### config.mk
export PLATFORM = sky130hd
export DESIGN_NAME = spike_rate_decoder
export DESIGN_NICKNAME = d
export VERILOG_FILES = /design/src/rtl/spike_rate_decoder_pkg.sv /design/src/rtl/spike_counter_sat.sv /design/src/rtl/spike_rate_decoder.sv
export SDC_FILE = /design/constraint.sdc
export NUM_CORES = 1
export LEC_CHECK = 0
export CAP_MARGIN = 20
export CORE_AREA = 8 8 102 104
export CTS_CLUSTER_DIAMETER = 60
export DETAILED_ROUTE_END_ITERATION = 7
export DIE_AREA = 0 0 110 112
export GPL_ROUTABILITY_DRIVEN = 0
export GPL_TIMING_DRIVEN = 1
export SLEW_MARGIN = 20
export SYNTH_ARGS = -nofsm -noshare
export SYNTH_HDL_FRONTEND = slang
export SYNTH_HIERARCHICAL = 1
export SYNTH_SLANG_ARGS = --single-unit
### constraint.sdc
create_clock -name clk -period 3.64 [get_ports clk]
set_input_delay 0.546 -clock clk [delete_from_list [all_inputs] [get_ports clk]]
set_output_delay 0.546 -clock clk [all_outputs]
set_load 0.02 [all_outputs]
### src/rtl/spike_rate_decoder_pkg.sv
// Shared types and default widths for the spike rate decoder slice.
package spike_rate_decoder_pkg;

  // Default widths shared with the neuron layer.
  localparam int DEF_N_NEURONS = 4;
  localparam int DEF_CNT_W     = 8;
  localparam int DEF_WIN_W     = 8;

  // Decoder FSM encoding. The numeric values are exposed on the debug port.
  typedef enum logic [1:0] {
    ST_IDLE   = 2'd0,
    ST_ACCUM  = 2'd1,
    ST_ARGMAX = 2'd2,
    ST_HOLD   = 2'd3
  } state_t;

endpackage

### src/rtl/spike_counter_sat.sv
// Per-neuron saturating spike counter: clears on request, otherwise
// increments on inc and sticks at the all-ones value instead of wrapping.
module spike_counter_sat #(
  parameter int CNT_W = 8
) (
  input  logic             clk,
  input  logic             rst_n,
  input  logic             clear,
  input  logic             inc,
  output logic [CNT_W-1:0] count
);

  localparam logic [CNT_W-1:0] CNT_MAX = '1;

  logic [CNT_W-1:0] r_count;

  // Count accepted spikes; clear has priority over increment.
  always_ff @(posedge clk) begin
    if (!rst_n) begin
      r_count <= '0;
    end else if (clear) begin
      r_count <= '0;
    end else if (inc && (r_count != CNT_MAX)) begin
      r_count <= r_count + CNT_W'(1);
    end
  end

  assign count = r_count;

endmodule

### src/rtl/spike_rate_decoder.sv
// Output-side reader of the neuron layer. Counts spikes per neuron over a
// programmable window, finds the most active neuron with a serial arg-max
// and offers counts + winner to the host with a valid/ready handshake.
//
// Handshake: result_valid rises once the scan finishes and stays high with
// counts/winner/no_spike frozen until a rising clk edge sees
// result_valid & result_ready; result_valid is low from the next cycle on.
module spike_rate_decoder
  import spike_rate_decoder_pkg::*;
#(
  parameter int N_NEURONS = DEF_N_NEURONS,
  parameter int CNT_W     = DEF_CNT_W,
  parameter int WIN_W     = DEF_WIN_W,
  localparam int IDX_W    = $clog2(N_NEURONS)
) (
  input  logic                      clk,
  input  logic                      rst_n,
  input  logic                      start,
  input  logic [WIN_W-1:0]          window_len,
  input  logic                      step_valid,
  input  logic [N_NEURONS-1:0]      spikes,
  output logic                      busy,
  output logic                      result_valid,
  input  logic                      result_ready,
  output logic [N_NEURONS*CNT_W-1:0] counts,
  output logic [IDX_W-1:0]          winner,
  output logic                      no_spike,
  output logic [1:0]                o_dbg_state
);

  state_t r_state;
  state_t w_next_state;

  logic [WIN_W-1:0] r_steps_left;
  logic [IDX_W-1:0] r_idx;
  logic [IDX_W-1:0] r_best_idx;
  logic [CNT_W-1:0] r_best_val;
  logic [IDX_W-1:0] r_winner;
  logic             r_no_spike;

  logic [CNT_W-1:0] w_cnt [N_NEURONS];
  logic             w_start_accept;
  logic             w_step_accept;
  logic             w_last_step;
  logic             w_scan_last;
  logic [CNT_W-1:0] w_scan_val;
  logic             w_scan_gt;

  assign w_start_accept = (r_state == ST_IDLE) && start;
  assign w_step_accept  = (r_state == ST_ACCUM) && step_valid;
  assign w_last_step    = w_step_accept && (r_steps_left == WIN_W'(1));
  assign w_scan_last    = (r_state == ST_ARGMAX) && (r_idx == IDX_W'(N_NEURONS - 1));
  assign w_scan_val     = w_cnt[r_idx];
  // Strictly greater only: ties (including saturated counts) keep the lower index.
  assign w_scan_gt      = w_scan_val > r_best_val;

  // One saturating counter per neuron, cleared when a window is accepted.
  for (genvar g = 0; g < N_NEURONS; g++) begin : g_cnt
    spike_counter_sat #(.CNT_W(CNT_W)) u_cnt (
      .clk   (clk),
      .rst_n (rst_n),
      .clear (w_start_accept),
      .inc   (w_step_accept && spikes[g]),
      .count (w_cnt[g])
    );
    assign counts[g*CNT_W +: CNT_W] = w_cnt[g];
  end

  // State register.
  always_ff @(posedge clk) begin
    if (!rst_n) begin
      r_state <= ST_IDLE;
    end else begin
      r_state <= w_next_state;
    end
  end

  // Next-state logic.
  always_comb begin
    w_next_state = r_state;
    case (r_state)
      ST_IDLE:   if (start)                       w_next_state = ST_ACCUM;
      ST_ACCUM:  if (w_last_step)                 w_next_state = ST_ARGMAX;
      ST_ARGMAX: if (w_scan_last)                 w_next_state = ST_HOLD;
      ST_HOLD:   if (result_ready)                w_next_state = ST_IDLE;
      default:                                    w_next_state = ST_IDLE;
    endcase
  end

  // State-decoded outputs.
  always_comb begin
    busy         = 1'b0;
    result_valid = 1'b0;
    case (r_state)
      ST_ACCUM:  busy         = 1'b1;
      ST_ARGMAX: busy         = 1'b1;
      ST_HOLD:   result_valid = 1'b1;
      default: begin
        busy         = 1'b0;
        result_valid = 1'b0;
      end
    endcase
  end

  // Window length tracking; a zero length still runs a single step.
  always_ff @(posedge clk) begin
    if (!rst_n) begin
      r_steps_left <= '0;
    end else if (w_start_accept) begin
      r_steps_left <= (window_len == '0) ? WIN_W'(1) : window_len;
    end else if (w_step_accept) begin
      r_steps_left <= r_steps_left - WIN_W'(1);
    end
  end

  // Serial arg-max scan, one neuron per cycle, armed by the last step.
  always_ff @(posedge clk) begin
    if (!rst_n) begin
      r_idx      <= '0;
      r_best_idx <= '0;
      r_best_val <= '0;
    end else if (w_last_step) begin
      r_idx      <= '0;
      r_best_idx <= '0;
      r_best_val <= '0;
    end else if (r_state == ST_ARGMAX) begin
      if (w_scan_gt) begin
        r_best_val <= w_scan_val;
        r_best_idx <= r_idx;
      end
      if (!w_scan_last) begin
        r_idx <= r_idx + IDX_W'(1);
      end
    end
  end

  // Result registers, written once as the scan completes and frozen in HOLD.
  always_ff @(posedge clk) begin
    if (!rst_n) begin
      r_winner   <= '0;
      r_no_spike <= 1'b0;
    end else if (w_scan_last) begin
      r_winner   <= w_scan_gt ? r_idx : r_best_idx;
      r_no_spike <= (w_scan_gt ? w_scan_val : r_best_val) == '0;
    end
  end

  assign winner      = r_winner;
  assign no_spike    = r_no_spike;
  assign o_dbg_state = r_state;

endmodule

==> results.ini <==
[run_status]
status=completed

[floorplan]
die_h_um=112
die_w_um=110
ioPinCount=56
fp-row-count=35
dieArea_um2=12300
start_util_pct=38.6
core_um2=8890

[clock_network]
post_cts_buffers=0
cts_root_buf=clkbuf_8
cts_made_buffers=9
cts_htree_levels=3
postCtsHoldBufs=0
cts_tree=done
clk_pin_slew_worst_paths_ns=0.07
clock-sinks=57
cts-resized-gates=0
insertion_delay_ns=0.34
clockBufferDepth=2

[worst_setup_path]
critical_path_required_ns=3.90
critical-path-top-delay-family=compound AO/OA/AOI/OAI gates
crit_path_frequent_cell=o21ai_0
cp.arrival_ns=3.45
path_cells=mux4_1 > ha_1 > nand2_1 > o21ai_0 > o21ai_0 > a21boi_2 > mux2i_1
critPathMaxFanout=10
crit_path_start_kind=flop
cpPeakStageDelay_ns=0.67
regToRegSetupSlack_ns=0.45
critPathCaptureType=flop
cp.buffers_inverters=0
crit_type=reg2reg
slowest_stage=mux4_1

[detailed_routing]
firstDrtPassIters=4
wire_per_inst_um=16.5
drc=0
via_per_inst=5.53
drt_iter0_markers=127
wirelength_um=9230
antenna_left=0
vias=3092

[yosys]
syn_nets=416
yosys_register_bits=57
synth_area_um2=3430
synth_xor_xnor_area_share_pct=2.04
synth_area_per_cell_um2=9.06
synth-simple-area-share_pct=26.1
ys.flop_type=dfxtp_1
synth_top_family_by_area=simple AND/OR/NAND/NOR gates
synth-edff-count=0
synth_compound_area_share_pct=15.7
ys_warn_count=6
synthMuxAreaShare_pct=12.8
synth_cell_types=42
synthAdderAreaFrac_pct=7.29
postSynth.asyncResetShare_pct=0
yosysSeqAreaShare_pct=33.2
syn_inst=379

[global_routing]
grt_usage_pct=15.6
grt_max_degree=21
antenna_found_initial=0
grt_overflow=0
grt_pass1_vias=3017
grt_pass1_wl_um=15300

[timing]
period_needed_ns=3.19
hold_viol_final=0
setup_slack_ns=0.451
setup_viol=0
rsz0062_at_grt=no
max_slew_margin_pct=51.2
tns_ns=0
worst_pin_slew_ns=0.725
worst_clock_skew_ns=0.00921
fmax_mhz=314
final-max-slew-violation-count=0
period_share_pct=87.6

[final_layout]
finalNetCount=480
area_delta_synth_final_pct=25.8
layout-drive-gt1-share_pct=8.93
num_antenna_cells=0

[hold_path]
hp-class=reg2reg

[placement]
portBuffers=55
pre_cts_slack_ns=0.131
dp_hpwl_um=6940

[power_and_ir_drop]
leakage_uw=0.00162
power.density_nw_per_um2=433
peakVddDrop_uv=164

[flow_run]
max-cap-violations=0

==> layout by cell type (no fill, tap or decap), types with 10 or more instances in the layout <==
cell type | synthesis | routed
dfxtp_1 | 57 | 57
nand2b_1 | 14 | 14
ha_1 | 20 | 20
clkbuf_8 | 0 | 10
and3_1 | 11 | 11
o21ai_0 | 13 | 13
mux2i_1 | 24 | 24
clkdlybuf4s50_1 | 0 | 55
nand2_1 | 52 | 52
inv_1 | 17 | 17
a31oi_1 | 10 | 10
and4_1 | 16 | 16
a21oi_1 | 27 | 27
nor3_1 | 12 | 12
nor2b_1 | 14 | 14
==> flip-flops by register name (all words and copies together), names as in the netlist <==
signal             cells
g_cnt.u_cnt/count     32
no_spike               1
o_dbg_state            2
r_best_idx             2
r_best_val             8
r_idx                  2
r_steps_left           8
winner                 2
==> cell families (layout without fill, tap and decap cells) <==
group | after synthesis | count (layout)
buffers and inverters | 24 | 93
XOR/XNOR | 8 | 8
adder cells (fa/ha/maj) | 20 | 20
AND/OR/NAND/NOR | 158 | 158
AO/OA/AOI/OAI | 80 | 80
flip-flops | 57 | 57
multiplexers | 32 | 32
==> worst reg2reg max path, cell delays in order (launching register included) <==
cell      delay, ns
dfxtp_1        0.63
mux4_1         0.68
ha_1           0.35
nand2_1        0.06
o21ai_0        0.16
o21ai_0        0.30
a21boi_2       0.67
mux2i_1        0.27
==> layout make-up <==
class                           count  area, um^2
Fill cell                         850        4570
Multi-Input combinational cell    298        2200
Sequential cell                    57        1140
Timing Repair Buffer               60         588
Clock buffer                       13         149
Tap cell                          111         139
Inverter                           17        63.8
Clock inverter                      3        40.0
==> synthesized netlist by cell type, types with 2 or more instances <==
master | instances | area [um^2]
a211o_1 | 2 | 17.5
a211oi_1 | 7 | 52.6
a211oi_2 | 4 | 50.1
a21boi_0 | 3 | 22.5
a21boi_2 | 4 | 45.0
a21oi_1 | 27 | 135
a311oi_1 | 4 | 35.0
a31oi_1 | 10 | 62.6
and3_1 | 11 | 68.8
and4_1 | 16 | 140
and4_4 | 4 | 45.0
clkbuf_1 | 5 | 18.8
dfxtp_1 | 57 | 1140
ha_1 | 20 | 250
inv_1 | 17 | 63.8
mux2i_1 | 24 | 240
mux4_1 | 5 | 131
mux4_2 | 3 | 67.6
nand2_1 | 52 | 195
nand2b_1 | 14 | 87.6
nand3_1 | 7 | 35.0
nand4_1 | 7 | 43.8
nor2_1 | 9 | 33.8
nor2b_1 | 14 | 87.6
nor2b_2 | 4 | 35.0
nor3_1 | 12 | 60.1
nor4_1 | 3 | 18.8
o21ai_0 | 13 | 65.1
o311a_1 | 2 | 20.0
xnor2_1 | 5 | 43.8
xor2_1 | 3 | 26.3
==> path summary, 6_finish.rpt <==
| kind | startpoint | endpoint | cells past startpoint |
|---|---|---|---|
| min reg2reg | r_best_idx[1]$_SDFFE_PP0P_ | r_best_idx[1]$_SDFFE_PP0P_ | 2 |
| min | r_best_idx[1]$_SDFFE_PP0P_ | r_best_idx[1]$_SDFFE_PP0P_ | 2 |
| max reg2reg | r_idx[0]$_SDFFE_PP0P_ | r_best_val[3]$_SDFFE_PP0P_ | 7 |
| max | r_idx[0]$_SDFFE_PP0P_ | r_best_val[3]$_SDFFE_PP0P_ | 7 |
==> per-stage QoR <==
| stage | util (%) | power, uW | area [um^2] | cells | hold slack (ns) |
|---|---|---|---|---|---|
| after CTS | 48.5 | 1880 | 4320 | 559 | 0.462 |
| after floorplan | - | 1120 | 3430 | 379 | 0.430 |
| after detailed placement | 46.4 | 1290 | 4130 | 543 | 0.449 |
| final | 48.6 | 1870 | 4320 | 559 | 0.466 |
| after global routing | 48.6 | 1970 | 4320 | 559 | 0.487 |
| after global placement | 46.4 | 1280 | 4130 | 543 | 0.444 |
==> layer usage <==
layer	vias up	track usage [%]	share of wire (%)
met1	1471	20.2	48
met2	52	24.0	46
li1	1559	-	-
met3	10	4.33	4.5
met4	0	5.23	1.3
met5	-	0	0
==> report_power, final <==
part	total [uW]	leakage (uW)	internal (uW)	switching [uW]
Combinational	532	0.00106	240	292
Clock	589	0.0000974	334	255
Sequential	748	0.000461	676	72.6
(Power assumes the default switching activity.)
